<file path="src/rtl/block_piso.sv">
// Parallel-in / serial-out block serialiser: a WIDTH_IN block is emitted MSW first as
// WIDTH_OUT words. A new block can be loaded on the same edge as the last word leaves.
module block_piso #(
   parameter  int WIDTH_IN  = 128,
   parameter  int WIDTH_OUT = 32,
   localparam int N         = WIDTH_IN / WIDTH_OUT,
   localparam int CW        = $clog2(N) + 1
) (
   input  logic                 clk,
   input  logic                 rst,
   input  logic [WIDTH_IN-1:0]  din,
   input  logic [CW-1:0]        din_words,
   input  logic                 din_last,
   input  logic                 din_valid,
   output logic                 din_ready,
   output logic [WIDTH_OUT-1:0] dout,
   output logic                 dout_valid,
   output logic                 dout_last,
   input  logic                 dout_ready,
   output logic                 state_dbg
);

   // Handshake: a transfer happens on a rising clk edge where valid && ready are both 1;
   // valid never depends on ready, and a presented word holds until it is taken.

   typedef enum logic {IDLE = 1'b0, SHIFT = 1'b1} state_t;

   state_t              state;
   logic [CW-1:0]       cnt;
   logic [WIDTH_IN-1:0] sreg;
   logic                last_q;
   logic [CW-1:0]       words_eff;
   logic                in_xfer;
   logic                cnt_one;

   always_comb begin
      words_eff = (din_words > CW'(N)) ? CW'(N) : din_words;
   end

   assign cnt_one   = (cnt == CW'(1));
   assign din_ready = rst && ((state == IDLE) || (cnt_one && dout_ready));
   assign in_xfer   = din_valid && din_ready;

   assign dout       = sreg[WIDTH_IN-1 -: WIDTH_OUT];
   assign dout_valid = (state == SHIFT);
   assign dout_last  = last_q && cnt_one && (state == SHIFT);
   assign state_dbg  = (state == SHIFT);

   always_ff @(posedge clk) begin
      if (!rst) begin
         state  <= IDLE;
         cnt    <= '0;
         sreg   <= '0;
         last_q <= 1'b0;
      end else begin
         case (state)
            IDLE: begin
               // Empty blocks are accepted and dropped without leaving IDLE.
               if (in_xfer && (words_eff != '0)) begin
                  sreg   <= din;
                  cnt    <= words_eff;
                  last_q <= din_last;
                  state  <= SHIFT;
               end
            end
            SHIFT: begin
               if (dout_ready) begin
                  if (!cnt_one) begin
                     sreg <= sreg << WIDTH_OUT;
                     cnt  <= cnt - CW'(1);
                  end else if (in_xfer && (words_eff != '0)) begin
                     sreg   <= din;
                     cnt    <= words_eff;
                     last_q <= din_last;
                  end else begin
                     // Clearing the register keeps dout at zero while idle.
                     sreg   <= '0;
                     cnt    <= '0;
                     last_q <= 1'b0;
                     state  <= IDLE;
                  end
               end
            end
            default: state <= IDLE;
         endcase
      end
   end

endmodule

</file>
<file path="config.mk">
export PLATFORM = sky130hd
export DESIGN_NAME = block_piso
export DESIGN_NICKNAME = d
export VERILOG_FILES = /design/src/rtl/block_piso.sv
export SDC_FILE = /design/constraint.sdc
export NUM_CORES = 1
export LEC_CHECK = 0
export BUFFER_PORTS_ARGS = -buffer_cell sky130_fd_sc_hd__buf_2
export CAP_MARGIN = 20
export CORE_ASPECT_RATIO = 0.7
export CORE_UTILIZATION = 57
export CTS_BUF_LIST = sky130_fd_sc_hd__clkbuf_4 sky130_fd_sc_hd__clkbuf_8
export DETAILED_ROUTE_END_ITERATION = 10
export PLACE_DENSITY_LB_ADDON = 0.08
export SLEW_MARGIN = 25
export SYNTH_ARGS = -nofsm -noshare
export SYNTH_HDL_FRONTEND = slang
export SYNTH_SLANG_ARGS = --single-unit
</file>
<file path="constraint.sdc">
create_clock -name clk -period 3.3 [get_ports clk]
set_input_delay 0.33 -clock clk [delete_from_list [all_inputs] [get_ports clk]]
set_output_delay 0.33 -clock clk [all_outputs]
set_load 0.03 [all_outputs]
</file>
# After elaboration in Yosys (flattened, before gate mapping)
# Cells that the tools add are included.
# totals
register_bits,133
in_bits,136
elab_cells,41
out_inout_bits,36
latch_bits,0
mem_bits_ro,0
n_memories,0
ramBits,0
# op_classes
mul,0
order_cmp,1
n_reduce_logical,10
div,0
n_mux,20
n_addsub,1
n_eq_ne,4
n_bitwise,1
shifts,0
# ops
op,n
two-way mux 128 bit,4
case mux 128 bit (2 select lines),1
two-way mux 3 bit,5
two-way mux 1 bit,7
logical AND 1 bit,6
case mux 3 bit (2 select lines),1
inequality test 2 x 1 -> 1 bit (second input constant),2
case mux 1 bit (2 select lines),2
== test 3 x 1 -> 1 bit (second input constant),1
greater-than comparator 3 bit (second input constant),1
AND reduction 3 bit,1
nonzero test 3 bit,1
subtractor 3 x 1 -> 3 bit (second input constant),1
inequality test 2 bit (second input constant),1
AND reduction 2 bit,1
logical OR 1 bit,1
inverter 1 bit,1

# Depth between registers and ports, before layout
# depth
word_depth,10
ltp_mapped,9
ltp_nobuf,6

# Worst setup path after synthesis
# No wires, ideal clock.
# synth_path
path_kind,register -> register
startpoint,register state (netlist: dout_valid)
endpoint,register sreg[34]
required_ns,3.177
n_path_buf,3
path_stages_with_launch,7
slack_ns,1.616
setup_time_ns,0.123
synth_period_minus_slack_ns,1.684
arrival_ns,1.561
cell_sequence,dfxtp_1 buf_2 o21ai_2 buf_4 buf_2 a221oi_1 nor2_1
# synth_via
elab_chain_len,9
elab_cells_between_ends,12
classes_between,eq/ne (2); mux (4); bitwise (1); reduce/logical (5)
# synth_lines
item,line,text
"start, declared",28,state_t state;
"start signal, assigned",51,state <= IDLE;
"start signal, assigned",63,state <= SHIFT;
"start signal, assigned",80,state <= IDLE;
inverter 1 bit,n/a,
logical OR 1 bit,41,assign din_ready = rst && ((state == IDLE) || (cnt_one && dout_ready));
logical AND 1 bit,41,
logical AND 1 bit,42,assign in_xfer = din_valid && din_ready;
logical AND 1 bit,"59, 71",
two-way mux 128 bit,71,end else if (in_xfer && (words_eff != '0)) begin
two-way mux 128 bit,68,if (!cnt_one) begin
two-way mux 128 bit,67,if (dout_ready) begin
case mux 128 bit (2 select lines),56,case (state)
"end signal, assigned",60,sreg <= din;
"end signal, assigned",69,sreg <= sreg << WIDTH_OUT;
"end signal, assigned",72,sreg <= din;
"end, declared",30,logic [WIDTH_IN-1:0] sreg;
# Several ways; a longest one is shown, not always the timed one. The select of a mux whose other input is x is not followed.
# A chain may end at the register's enable or synchronous reset.

# Worst setup path after layout
# layout_path
startpoint,register cnt[1]
endpoint,register sreg[79]
# layout_via
elab_chain_len,10
elab_cells_between_ends,12
classes_between,eq/ne (2); mux (4); reduce/logical (6)
# layout_lines
item,line,text
"start, declared",29,logic [CW-1:0] cnt;
"start signal, assigned",61,cnt <= words_eff;
"start signal, assigned",70,cnt <= cnt - CW'(1);
"start signal, assigned",73,cnt <= words_eff;
== test 3 x 1 -> 1 bit (*),40,assign cnt_one = (cnt == CW'(1));
logical AND 1 bit,41,
logical OR 1 bit,41,
logical AND 1 bit,41,
logical AND 1 bit,42,
logical AND 1 bit,"59, 71",
two-way mux 128 bit,71,
two-way mux 128 bit,68,
two-way mux 128 bit,67,
case mux 128 bit (2 select lines),56,
# Every way passes the cells marked *; elsewhere a longest branch is shown, timed or not. The select of a mux whose other input is x is not followed.

==> run metrics <==
crit-path cells=inv_1 -> ha_1 -> nand3b_1 -> o21ai_4 -> buf_8 -> buf_4 -> a221oi_1 -> nor2_1; Ports=approximately 170; syn nets=~760; wire length per cell=about 17 um; Congestion Overflow GR=0; CTS tree=yes; Root Driver=clkbuf_8; flop2flop setup slack=0.92 ns; Die H=between 80 and 90 um; WP data arrival=2.76 ns; DP Area=about 0.0062 mm^2; detailed-route DRC error count=0; vias in the first global route=between 4,000 and 5,000; run status=finished, final reports clean; H-tree depth=4; largest net degree at the start of global routing=between 100 and 150; Port Buffers=~170; Setup TNS=0 ns; WS Path Type=reg2reg; final setup margin=0.919 ns; share of cells above drive strength 1=30.2%; fmax=roughly 420 MHz; total setup buffers inserted after CTS=0; gr usage total=between 20% and 30%; worst path required time=around 3.7 ns; FF-to-FF Start=cnt[1]; mean post-synth cell area=between 9 and 10 um^2; clock latency on the worst-skew pair=0.44 ns; RSZ-0062 raised after global routing=false; Vias=around 5,100; final std cells w/o fill=860; Crit. End Element=register; die area=~0.01 mm^2; Synth Instances=618; Initial Util=60.0%; Ys Warns=0; worst-margin pin slew=between 0.7 and 0.8 ns; final net count=861; hold endpoint=last_q; worst-case reg-to-reg path depth=8; RD Place Congestion=around 0.81; TritonCTS Buffers=17; CP max stage cell=o21ai_4; HP Class=in2reg; antenna cells=0; Pleak=2.90 nW; first-pass GRT wire length=between 20,000 and 25,000 um; initial antenna violation count=0; design area=0.00675 mm^2; Sink Count=between 100 and 150; max_slew headroom=48.5%; Placed Instances=approximately 830; critical-path maximum fanout=46; Core Region=a little over 0.009 mm^2; Final setup viols=0; fin. max-slew vios=0; filler instances=~700; Clock transition at path regs=~0.07 ns; Post-DRT Antenna Nets=0; cell area power density=slightly above 600 mW/mm^2; Post-Syn Area=0.00558 mm^2; maxcap violations=0; Worst path max stage delay=~0.43 ns; Die W=about 120 um; RR Endpoint=sreg[79]; cts hold-fix bufs=0; Setup Slack @ Placement=around 0.95 ns; Seq cells post-synth=around 130; WHS Path Cells=2; Critical Path Start Type=register; First DRT Iteration DRCs=slightly above 600; post-cts sizing count=0; Seq/Total Area, Yosys=between 40% and 50%; dpl hpwl=9680 um; Synth cell types=26; fin crit period=2.38 ns; fin crit share=~70%; row count=29; clk_skew=roughly 0.0076 ns; final wirelength=~15,000 um; Vias/cell=~6.0; Peak VDD IR=about 330 uV; Final Hold Violating Endpoints=0; Worst Hold Launch=din_last; Clock Path Buffers=2; area grow syn2layout=21.1%; First-pass DRT Iterations=5
## cell usage in the layout (no fill, tap or decap), drive strengths merged
master      n
bufinv      8
nand2       2
nand3b      1
a21boi      2
nor2      100
clkinv      5
inv         5
a22oi      32
nor2b      34
ha          2
a211oi      1
o311ai      1
o221ai      1
buf       183
and3        1
clkinvlp    1
mux2        1
a221oi     98
dfxtp     133
a32o        1
clkbuf     17
mux2i       2
o21a        1
o21ai     102
a21oi       1
and2        1
## flip-flops by register name, indices dropped and copies added (netlist names)
name        flops
cnt             3
sreg          128
dout_valid      1
last_q          1
## power by group
| part | internal [W] | switching (W) | leakage (nW) | total (W) |
|---|---|---|---|---|
| Sequential | 0.00174 | 0.0000815 | 1.09 | 0.00182 |
| Combinational | 0.000233 | 0.000385 | 1.55 | 0.000618 |
| Clock | 0.00112 | 0.000619 | 0.260 | 0.00174 |
| Total | 0.00310 | 0.00109 | 2.90 | 0.00418 |
## through the flow
step	hold slack [ns]	utilization [%]	power, W
finish	0.0959	72.7	0.00418
global route	0.0799	72.7	0.00435
CTS	0.0797	72.6	0.00419
detailed placement	0.486	67.1	0.00246
global placement	0.472	66.5	0.00243
floorplan	0.456	-	0.00229
## synth_stat cells (all sizes together)
cell type | count | area [um^2]
dfxtp | 133 | 2660
o21ai | 102 | 518
nor2 | 100 | 375
a221oi | 98 | 858
buf | 61 | 393
clkbuf | 36 | 136
nor2b | 34 | 213
a22oi | 32 | 240
inv | 4 | 15.0
a21boi | 2 | 15.0
ha | 2 | 25.0
mux2i | 2 | 20.0
nand2 | 2 | 7.51
a211oi | 1 | 7.51
a21oi | 1 | 5.00
a32o | 1 | 10.0
and2 | 1 | 6.26
and3 | 1 | 6.26
mux2 | 1 | 11.3
nand3b | 1 | 7.51
o21a | 1 | 7.51
o221ai | 1 | 8.76
o311ai | 1 | 26.3
## cells by family (layout without fill, tap and decap cells)
family	after synthesis	count (layout)	synth area share, %
AO/OA/AOI/OAI	240	240	30.4
adder cells (fa/ha/maj)	2	2	0.449
buffers and inverters	101	219	9.76
flip-flops	133	133	47.8
multiplexers	3	3	0.561
AND/OR/NAND/NOR	139	139	11.0
## worst max-delay path, delay by kind of cell, from the launching register on
kind	cells	cell delay, ns
buffers and inverters	3	0.74
DFF	1	0.31
adders and majority gates	1	0.22
AOI/OAI and AO/OA	2	0.66
and+or+nand+nor	2	0.38
## per-layer routing
layer / global-route usage, % / vias up / wire (um)
met3: 8.22 / 16 / 1290
met1: 45.9 / 2393 / 7100
met5: 0 / - / 0
met2: 39.9 / 251 / 6140
met4: 8.75 / 0 / 193
li1: - / 2474 / -
## cell type report
type | instances | area, um^2 | share of cell area (%)
inverter | 4 | 15.0 | 0.222
clock buffer | 17 | 234 | 3.47
tap | 124 | 155 | 2.30
sequential | 133 | 2660 | 39.4
clock inverter | 15 | 282 | 4.17
timing repair buffer | 183 | 1000 | 14.8
multi-input combinational | 384 | 2400 | 35.6
## worst max-delay path by stage
stage                  from        to  slack (ns)  cells past startpoint
2_1_floorplan    dout_valid  sreg[34]        1.62                      6
3_3_place_gp         cnt[1]  sreg[79]        0.64                      7
3_5_place_dp   din_words[0]  sreg[79]        0.95                      7
4_1_cts              cnt[1]  sreg[79]        0.97                      8
5_1_grt              cnt[1]  sreg[59]        0.78                      8
6_report             cnt[1]  sreg[79]        0.92                      8
Power figures use the tool's default switching activity.
